**src/rtl/mix_columns_serial.sv**
```systemverilog
// AES MixColumns / InvMixColumns, iterative over the four state columns.
// A 128-bit state is captured on an accepted enable and transformed in place,
// COLS_PER_CYCLE columns per clock. The result lands in the mixed register
// together with a one-cycle done_flag. last_round passes the state straight
// through in one cycle. State byte i sits at in[8i+:8]; the ports use an
// ascending [0:127] range so a FIPS-197 hex string reads left to right.

module mix_col_unit #(
    parameter bit INVERSE = 1'b0
) (
    input  logic [0:31] col_in,
    output logic [0:31] col_out
);

    function automatic logic [7:0] xtime(input logic [7:0] b);
        return {b[6:0], 1'b0} ^ (b[7] ? 8'h1b : 8'h00);
    endfunction

    // Multiply by one of the small constants the two matrices use.
    function automatic logic [7:0] gmul(input logic [7:0] b, input int k);
        logic [7:0] x2, x4, x8;
        x2 = xtime(b);
        x4 = xtime(x2);
        x8 = xtime(x4);
        case (k)
            2:       return x2;
            3:       return x2 ^ b;
            9:       return x8 ^ b;
            11:      return x8 ^ x2 ^ b;
            13:      return x8 ^ x4 ^ b;
            14:      return x8 ^ x4 ^ x2;
            default: return b;
        endcase
    endfunction

    // First matrix row; each later output row is this row rotated right.
    function automatic int coef(input int idx);
        case (idx)
            0:       return INVERSE ? 14 : 2;
            1:       return INVERSE ? 11 : 3;
            2:       return INVERSE ? 13 : 1;
            default: return INVERSE ? 9 : 1;
        endcase
    endfunction

    // Output byte i = XOR over j of coef[(j - i) mod 4] * s_j.
    always_comb begin
        col_out = '0;
        for (int i = 0; i < 4; i++) begin
            for (int j = 0; j < 4; j++) begin
                col_out[8*i +: 8] = col_out[8*i +: 8] ^ gmul(col_in[8*j +: 8], coef((j - i + 4) % 4));
            end
        end
    end

endmodule

module mix_columns_serial #(
    parameter int COLS_PER_CYCLE = 1,
    parameter bit INVERSE        = 1'b0
) (
    input  logic         CLK,
    input  logic         RST,
    input  logic [0:127] in,
    input  logic         enable,
    input  logic         last_round,
    output logic [0:127] mixed,
    output logic         done_flag,
    output logic         busy
);

    localparam int PASSES = 4 / COLS_PER_CYCLE;
    localparam int CW     = (PASSES > 1) ? $clog2(PASSES) : 1;

    typedef enum logic {IDLE, RUN} state_t;

    state_t         state_q, state_d;
    logic [CW-1:0]  cnt_q, cnt_d;
    logic [0:127]   work_q, work_d;
    logic [0:127]   mixed_q, mixed_d;
    logic           done_q, done_d;

    logic [COLS_PER_CYCLE-1:0][0:31] col_in, col_out;

    // Route the columns selected by the pass counter into the multipliers.
    always_comb begin
        col_in = '0;
        for (int g = 0; g < COLS_PER_CYCLE; g++) begin
            col_in[g] = work_q[32*(int'(cnt_q)*COLS_PER_CYCLE + g) +: 32];
        end
    end

    for (genvar g = 0; g < COLS_PER_CYCLE; g++) begin : g_col
        mix_col_unit #(.INVERSE(INVERSE)) u_col (
            .col_in (col_in[g]),
            .col_out(col_out[g])
        );
    end

    // State register; reset aborts any transform in flight.
    always_ff @(posedge CLK or posedge RST) begin
        if (RST) begin
            state_q <= IDLE;
            cnt_q   <= '0;
            work_q  <= '0;
            mixed_q <= '0;
            done_q  <= 1'b0;
        end else begin
            state_q <= state_d;
            cnt_q   <= cnt_d;
            work_q  <= work_d;
            mixed_q <= mixed_d;
            done_q  <= done_d;
        end
    end

    // Next state: accept in IDLE, write transformed columns back in RUN,
    // publish the full state only on the final pass.
    always_comb begin
        state_d = state_q;
        cnt_d   = cnt_q;
        work_d  = work_q;
        mixed_d = mixed_q;
        done_d  = 1'b0;
        case (state_q)
            IDLE: begin
                if (enable) begin
                    if (last_round) begin
                        mixed_d = in;
                        done_d  = 1'b1;
                    end else begin
                        work_d  = in;
                        cnt_d   = '0;
                        state_d = RUN;
                    end
                end
            end
            RUN: begin
                for (int g = 0; g < COLS_PER_CYCLE; g++) begin
                    work_d[32*(int'(cnt_q)*COLS_PER_CYCLE + g) +: 32] = col_out[g];
                end
                if (cnt_q == CW'(PASSES - 1)) begin
                    mixed_d = work_d;
                    done_d  = 1'b1;
                    cnt_d   = '0;
                    state_d = IDLE;
                end else begin
                    cnt_d = cnt_q + 1'b1;
                end
            end
            default: state_d = IDLE;
        endcase
    end

    // Outputs come straight from registers.
    always_comb begin
        mixed     = mixed_q;
        done_flag = done_q;
        busy      = (state_q == RUN);
    end

endmodule

```
**config.mk**
```make
export PLATFORM = sky130hd
export DESIGN_NAME = mix_columns_serial
export DESIGN_NICKNAME = d
export VERILOG_FILES = /design/src/rtl/mix_columns_serial.sv
export SDC_FILE = /design/constraint.sdc
export NUM_CORES = 1
export LEC_CHECK = 0
export ABC_AREA = 0
export CAP_MARGIN = 0
export CORE_AREA = 2 2 146 162
export CTS_CLUSTER_DIAMETER = 40
export CTS_CLUSTER_SIZE = 14
export DETAILED_ROUTE_END_ITERATION = 8
export DIE_AREA = 0 0 148 164
export DONT_BUFFER_PORTS = 1
export PLACE_DENSITY = 0.82
export RECOVER_POWER = 100
export REMOVE_ABC_BUFFERS = 1
export SYNTH_ARGS = -nofsm -noshare
export SYNTH_HDL_FRONTEND = slang
export SYNTH_HIERARCHICAL = 1
export SYNTH_SLANG_ARGS = --single-unit
```
**constraint.sdc**
```tcl
create_clock -name CLK -period 11.25 [get_ports CLK]
set_input_delay 1.6875 -clock CLK [delete_from_list [all_inputs] [get_ports CLK]]
set_output_delay 1.6875 -clock CLK [all_outputs]
set_load 0.1 [all_outputs]
```
==> impl_metrics.tcl, run 1 <==
set metrics [dict create \
    status "complete, but fails checks" \
    violations "max-capacitance violations, max-slew violations" \
    io_pins 262 \
    synth_area_um2 14530 \
    root_buffer "clkbuf_16" \
    ctsResizeCount 0 \
    hold_class "register to register" \
    die_w_um 148 \
    wire_per_inst_um 32.18 \
    ys.flop_type "dfrtp_1" \
    required_ns 11.70 \
    cts_made_buffers 37 \
    drv_slew 292 \
    portBuffers 0 \
    ys_ff_latch 260 \
    synth_cells 1216 \
    clockBufferDepth 3 \
    finalHoldViolCount 0 \
    cp_top_family "buffers and inverters" \
    synthTopCellsByCount "dfrtp_1 (260), a221o_1 (251), nor2_1 (130)" \
    area_growth_pct 8.957 \
    synthTopCellsByArea "dfrtp_1 (45%), a221o_1 (17%), a22o_1 (7.5%)" \
    die-area_um2 24270 \
    drive_above_1_share 0.1143 \
    regArea_um2 6509 \
    place_congestion 0.8794 \
    via_count 11650 \
    insertion_delay_ns 0.52 \
    critPathArrivalTime_ns 7.58 \
    nNetsFinal 1282 \
    max_stage_delay_ns 2.86 \
    critPathSlowestCell "clkbuf_1" \
    critPathBufInv 3 \
    drc 0 \
    grt_pass1_wl_mm 71.32 \
    grt_pass1_vias 11800 \
    rsz0062_at_grt "no" \
    antenna_found_initial 7 \
    synth_async_sr_flop_share 1.000 \
    grt_start_max_net_pins 144 \
    path_cells "clkbuf_1, inv_1, a21oi_1, buf_4, a221o_1" \
    worst_slew_pin_slew_ns 5.109 \
    setup_viol 0 \
    htreeDepth 2 \
    multi_input_area_um2 7478 \
    synth_top_cell_by_area "dfrtp_1" \
    synth.most_common_cell "dfrtp_1" \
    final_antenna_net_count 0 \
    place_hpwl_mm 27.49 \
    firstDrtPassIters 8 \
    yosys_warnings 6 \
    avgViaCountPerCell 7.880 \
    synth_edf_count 0 \
    post-route-min-period_ns 7.127 \
    fin_crit_sh 0.6335 \
    cts.hold.buffers_added 0 \
    path_max_fanout 67 \
    synth_top_area_frac 0.4479 \
    critical_path_class "register to register" \
    postCtsSetupBuffers 0 \
    drv_cap 4 \
    worst_setup_path_start_kind "register" \
    post-route-util 0.6991 \
    synth_cell_types 43 \
    clock_sinks 260 \
    routed_wl_mm 47.56 \
    syn_area_per_cell_um2 11.95 \
    cts_tree "yes" \
    clock.fmax_mhz 140.3 \
    num_rows 58 \
    dieHeight_um 164 \
    relSlewSlack -2.406 \
    nFillCells 1637 \
    overflow 0 \
    grt_usage 0.3886 \
    fin_setup_tns_ns 0 \
    drt_iter0_drc 1579 \
    yosysSeqAreaShare 0.4479 \
    fin_skew_ns 0.01815 \
    coreArea_um2 22640 \
    cp-end-kind "register" \
    clk_pin_slew_ns 0.06 \
    start_util 0.6416 \
]
[stage by stage]
| step | cells | hold WS [ns] | cell area [µm²] | worst slack, ns |
|---|---|---|---|---|
| 2_1_floorplan | 1088 | 0.4955 | 13930 | 2.407 |
| 3_3_place_gp | 1406 | 0.5136 | 14550 | 7.305 |
| 3_5_place_dp | 1406 | 0.5220 | 14550 | 7.267 |
| 4_1_cts | 1472 | 0.5375 | 15840 | 7.228 |
| 5_1_grt | 1476 | 0.5573 | 15820 | 3.703 |
| 6_report | 1478 | 0.5399 | 15830 | 4.123 |
[cells in the final DEF, fill, tap and decap left out, drive strengths merged, types with 2 or more instances in the layout]
| master | instances |
|---|---|
| dfrtp | 260 |
| a221o | 251 |
| nor2 | 130 |
| nor2b | 128 |
| a22o | 125 |
| clkbuf | 49 |
| nand2 | 40 |
| mux4 | 32 |
| xnor3 | 32 |
| xnor2 | 19 |
| inv | 18 |
| buf | 15 |
| xor2 | 13 |
| xor3 | 11 |
| diode | 6 |
| a21oi | 6 |
| ha | 5 |
| and3b | 4 |
| clkinv | 4 |
| nand3b | 3 |
| bufinv | 3 |
| a311oi | 2 |
| a221oi | 2 |
| o31ai | 2 |
| a31oi | 2 |
| clkinvlp | 2 |
| and2 | 2 |
| nand3 | 2 |
[registers in the layout, indices dropped and copies added, names as in the netlist]
| register | count |
|---|---|
| busy | 1 |
| work_q | 128 |
| mixed | 128 |
| cnt_q | 2 |
| done_flag | 1 |
[logic make-up (layout without fill, tap and decap cells)]
logic type,after synthesis,after routing,synth area share
and+or+nand+nor,315,315,0.1082
DFF,260,260,0.4479
xor gates and xnor gates,75,75,0.08966
AOI/OAI and AO/OA,394,394,0.2573
adders and majority gates,5,5,0.004306
other,0,6,0
muxes,32,32,0.04961
buffers and inverters,135,91,0.04315
[routing by layer]
layer  GRT usage  wire length [µm]  share of wire
met4      0.1818              2281          0.048
met2      0.6242             22670           0.48
met1      0.4922             16490           0.35
met3      0.1106              6104           0.13
met5           0                16        0.00034
[worst paths after layout]
check | cells after the start | slack, ns | to | start
max | 5 | 4.12 | mixed[99] | busy
min | 1 | 0.54 | work_q[9] | work_q[9]
max reg2reg | 5 | 4.12 | mixed[99] | busy
min reg2reg | 1 | 0.54 | work_q[9] | work_q[9]
max in group asynchronous | 2 | 5.66 | work_q[80] | RST
min in group asynchronous | 1 | 1.23 | mixed[47] | RST
[final cells by class]
cell class | instances | area share
Clock buffer | 46 | 0.06648
Tap cell | 300 | 0.02371
Sequential cell | 260 | 0.4112
Antenna cell | 6 | 0.0009485
Clock inverter | 20 | 0.01526
Multi-Input combinational cell | 821 | 0.4725
Timing Repair Buffer | 18 | 0.007825
Inverter | 7 | 0.002134
Power of run 1 is left out: the tool's default activity adds up to more than one toggle a clock period on the data nets, which glitch-free logic cannot reach.
==> run 2, diff against run 1 <==
--- a/config.mk
+++ b/config.mk
@@ -7,13 +7,13 @@
 export LEC_CHECK = 0
 export ABC_AREA = 0
 export CAP_MARGIN = 0
-export CORE_AREA = 2 2 146 162
+export CORE_AREA = 2 2 154 171
 export CTS_CLUSTER_DIAMETER = 40
 export CTS_CLUSTER_SIZE = 14
 export DETAILED_ROUTE_END_ITERATION = 8
-export DIE_AREA = 0 0 148 164
+export DIE_AREA = 0 0 156 173
 export DONT_BUFFER_PORTS = 1
-export PLACE_DENSITY = 0.82
+export PLACE_DENSITY = 0.78
 export RECOVER_POWER = 100
 export REMOVE_ABC_BUFFERS = 1
 export SYNTH_ARGS = -nofsm -noshare
==> constraint.sdc (replaced) <==
create_clock -name CLK -period 6 [get_ports CLK]
set_input_delay 0.9 -clock CLK [delete_from_list [all_inputs] [get_ports CLK]]
set_output_delay 0.9 -clock CLK [all_outputs]
set_load 0.1 [all_outputs]
==> run 2 against run 1 <==
Against the previous run:
- the flow still finishes with violations (max-capacitance violations, max-slew violations)
- global-route usage shrank 4.2 points
- count of clock-buffer cells in the layout shrank 7
- register-to-register slack lost 2.9 ns
- design area shrank 0.58%
- critical path type unchanged
- critical endpoint is now work_q[60]
==> impl_metrics.tcl, run 2 (same netlist as run 1, synthesis figures left out) <==
set metrics [dict create \
    clk_pin_slew_ns 0.06 \
    cts.hold.buffers_added 0 \
    clock_sinks 260 \
    grt_pass1_wl_mm 71.39 \
    relSlewSlack -1.048 \
    cp-end-kind "register" \
    critPathBufInv 1 \
    path_max_fanout 27 \
    nNetsFinal 1281 \
    postCtsSetupBuffers 0 \
    insertion_delay_ns 0.52 \
    place_congestion 0.8470 \
    drv_slew 197 \
    grt_usage 0.3461 \
    ctsResizeCount 0 \
    wire_per_inst_um 31.57 \
    htreeDepth 2 \
    drv_cap 3 \
    required_ns 6.39 \
    critical_path_class "register to register" \
    hold_class "register to register" \
    max_stage_delay_ns 1.29 \
    antenna_found_initial 8 \
    die_w_um 156 \
    grt_start_max_net_pins 144 \
    root_buffer "clkbuf_16" \
    grt_pass1_vias 11410 \
    die-area_um2 26990 \
    status "complete, but fails checks" \
    io_pins 262 \
    overflow 0 \
    worst_setup_path_start_kind "register" \
    critPathSlowestCell "clkbuf_1" \
    final_antenna_net_count 0 \
    routed_wl_mm 47.14 \
    dieHeight_um 173 \
    cp_top_family "buffers and inverters" \
    fin_crit_sh 0.7968 \
    drt_iter0_drc 1451 \
    firstDrtPassIters 6 \
    violations "max-capacitance violations, max-slew violations" \
    area_growth_pct 8.328 \
    critPathArrivalTime_ns 5.17 \
    place_hpwl_mm 28.17 \
    worst_slew_pin_slew_ns 3.073 \
    path_cells "clkbuf_1, mux4_2, xnor2_1, xnor3_1, nand2_1, nor2_1, a221o_1" \
    num_rows 61 \
    fin_skew_ns 0.01785 \
    cts_tree "yes" \
    start_util 0.5786 \
    final_common_cell "dfrtp_1" \
    clockBufferDepth 3 \
    via_count 11470 \
    dp_cells 1422 \
    post-route-util 0.6267 \
    drc 0 \
    fin_cells 1493 \
    portBuffers 0 \
    coreArea_um2 25110 \
    setup_viol 0 \
    final_cell_mix "dfrtp_1 (258), a221o_1 (251), nor2_1 (128), nor2b_1 (127), a22o_1 (125)" \
    cts_made_buffers 35 \
    rsz0062_at_grt "no" \
    finalHoldViolCount 0 \
    clock.fmax_mhz 209.2 \
    post-route-min-period_ns 4.781 \
    avgViaCountPerCell 7.683 \
    drive_above_1_share 0.1121 \
]
==> run 2: final timing paths <==
path / startpoint / endpoint / slack [ns] / cells after the start
worst max-delay path: cnt_q[1] / work_q[60] / 1.22 / 7
worst min-delay path: work_q[10] / work_q[10] / 0.54 / 1
worst max register to register: cnt_q[1] / work_q[60] / 1.22 / 7
worst min register to register: work_q[10] / work_q[10] / 0.54 / 1
max in group asynchronous: RST / busy / 2.82 / 1
min in group asynchronous: RST / done_flag / 1.24 / 1
==> run 2: per-layer routing <==
layer	up-vias	routed length (µm)	GRT usage
met1	5751	17840	0.4707
met5	-	0	0
met2	896	22070	0.5332
li1	4660	-	-
met4	0	2135	0.1648
met3	163	5095	0.07293
==> run 2: area by class of cell <==
cell class                      count  area, µm²
Antenna cell                        9      22.52
Clock buffer                       39      943.4
Clock inverter                     23      224.0
Fill cell                        1919       9373
Inverter                            7      30.03
Multi-Input combinational cell    821       7461
Sequential cell                   260       6511
Tap cell                          315      394.1
Timing Repair Buffer               19      151.4
==> run 2: stage by stage <==
stage / instance area, µm² / hold WS [ns] / setup TNS [ns] / setup slack, ns
final: 15740 / 0.5422 / 0 / 1.219
after global routing: 15730 / 0.5483 / 0 / 1.080
after CTS: 15770 / 0.5152 / 0 / 2.285
after detailed placement: 14600 / 0.5239 / 0 / 2.280
after global placement: 14600 / 0.5138 / 0 / 2.327
after floorplan: 13930 / 0.4955 / -689.00 / -2.055
==> run 2: worst reg2reg max path, cell delays in order (launching register included) <==
cell	delay, ns
dfrtp_1	0.94
clkbuf_1	1.29
mux4_2	0.63
xnor2_1	0.64
xnor3_1	0.63
nand2_1	0.18
nor2_1	0.06
a221o_1	0.29
Power of run 2 is left out for the same reason.
==> run 3, diff against run 2 <==
==> constraint.sdc (replaced) <==
create_clock -name CLK -period 4.1 [get_ports CLK]
set_input_delay 0.615 -clock CLK [delete_from_list [all_inputs] [get_ports CLK]]
set_output_delay 0.615 -clock CLK [all_outputs]
set_load 0.1 [all_outputs]
==> run 3 against run 2 <==
Against the previous run:
- the flow still finishes with violations (max-capacitance violations, max-slew violations)
- clock skew grew 0.0023 ns
- via count grew 1.0%
- critical path depth is 1 lower
- maximum frequency increased by 26%
- sequential share of layout area is 0.33 points lower
- global-route usage about the same
- die area unchanged
- routed wire length up 0.49%
- count of clock-buffer cells in the layout grew 1
- final cell count rose by 1.2%
- design area rose by 0.80%
- utilization grew 0.50 points
- critical endpoint is now mixed[75]
- largest cell class unchanged
==> impl_metrics.tcl, run 3 (same netlist as run 1, synthesis figures left out) <==
set metrics [dict create \
    antenna_found_initial 8 \
    final_cell_mix "dfrtp_1 (258), a221o_1 (251), nor2_1 (128), nor2b_1 (127), a22o_1 (125)" \
    worst_setup_path_start_kind "register" \
    cp_top_family "simple AND/OR/NAND/NOR gates" \
    final_antenna_net_count 0 \
    area_growth_pct 9.198 \
    fin_crit_sh 0.9285 \
    avgViaCountPerCell 7.670 \
    path_cells "buf_4, ha_1, and2_0, and4_1, clkbuf_1, a221o_1" \
    place_hpwl_mm 29.85 \
    postCtsSetupBuffers 0 \
    final_common_cell "dfrtp_1" \
    required_ns 4.54 \
    die-area_um2 26990 \
    firstDrtPassIters 9 \
    cts.hold.buffers_added 0 \
    grtUsageMet2 0.5431 \
    coreArea_um2 25110 \
    grt_pass1_wl_mm 71.47 \
    fin_skew_ns 0.02011 \
    grt_start_max_net_pins 132 \
    fin_setup_tns_ns 0 \
    use_met1 0.4700 \
    root_buffer "clkbuf_16" \
    wire_per_inst_um 31.35 \
    violations "max-capacitance violations, max-slew violations" \
    grt_pass1_vias 11520 \
    num_rows 61 \
    nNetsFinal 1301 \
    path_max_fanout 21 \
    place_congestion 0.8853 \
    htreeDepth 2 \
    overflow 0 \
    clockBufferDepth 3 \
    critPathSlowestCell "and4_1" \
    portBuffers 0 \
    critPathBufInv 2 \
    drt_iter0_drc 1346 \
    routed_wl_mm 47.37 \
    post-route-util 0.6318 \
    clk_pin_slew_ns 0.06 \
    drv_cap 1 \
    cp-end-kind "register" \
    dieHeight_um 173 \
    die_w_um 156 \
    insertion_delay_ns 0.52 \
    finalHoldViolCount 0 \
    io_pins 262 \
    busiest_layer "met2" \
    cts_made_buffers 36 \
    setup_viol 0 \
    via_count 11590 \
    post-route-min-period_ns 3.807 \
    status "complete, but fails checks" \
    start_util 0.5786 \
    rsz0062_at_grt "no" \
    worst_slew_pin_slew_ns 2.907 \
    hold_class "input port to register" \
    critical_path_class "register to register" \
    relSlewSlack -0.9382 \
    drive_above_1_share 0.1195 \
    grt_usage 0.3462 \
    drv_slew 130 \
    grtUsageMet3 0.06867 \
    critPathArrivalTime_ns 4.25 \
    ctsResizeCount 0 \
    cts_tree "yes" \
    drc 0 \
    clock.fmax_mhz 262.7 \
    clock_sinks 260 \
    max_stage_delay_ns 1.10 \
]
[run 3: changes by cell type in the layout (fill, tap and decap cells not counted), moves of 2 or more]
cell | before | now
buf_4 | 12 | 21
clkbuf_1 | 4 | 9
buf_12 | 2 | 5
clkbuf_2 | 2 | 4
inv_6 | 11 | 9
[run 3: final timing paths]
kind,depth (start not counted),end,slack [ns],startpoint
min in group asynchronous,1,done_flag,0.79,RST
worst min register to register,1,work_q[31],0.54,work_q[31]
max in group asynchronous,2,mixed[22],1.14,RST
worst max register to register,6,mixed[75],0.29,cnt_q[1]
worst max-delay path,6,mixed[75],0.29,cnt_q[1]
worst min-delay path,2,work_q[23],0.26,in[23]
[run 3: metrics by stage]
stage | setup WS, ns | hold slack [ns] | instance area, µm² | cells
2_1_floorplan | -3.670 | 0.4955 | 13930 | 1088
3_3_place_gp | 0.6663 | 0.5137 | 14780 | 1441
3_5_place_dp | 0.6114 | 0.5224 | 14780 | 1441
4_1_cts | 0.6110 | 0.1946 | 15930 | 1503
5_1_grt | 0.2284 | 0.2537 | 15860 | 1509
6_report | 0.2932 | 0.2644 | 15860 | 1511
[run 3: routing by layer]
| metal | part of all wire | vias up |
|---|---|---|
| li1 | - | 4705 |
| met1 | 0.38 | 5788 |
| met2 | 0.47 | 930 |
| met3 | 0.11 | 167 |
| met4 | 0.044 | 0 |
| met5 | 0 | - |
[run 3: worst reg2reg max path, delay by kind of cell (launching register included)]
kind	cells	cell delay (ns)
adders and majority gates	1	0.44
AOI/OAI and AO/OA	1	0.25
DFF	1	0.79
buffers and inverters	2	0.96
and+or+nand+nor	2	1.30
[run 3: area by class of cell]
type                       instances  area [µm²]
antenna                            8       20.02
clock buffer                      40       957.2
clock inverter                    22       193.9
fill                            1974        9246
inverter                           7       30.03
multi-input combinational        821        7450
sequential                       260        6511
tap                              315       394.1
timing repair buffer              38       307.8
Power of run 3 is left out for the same reason.
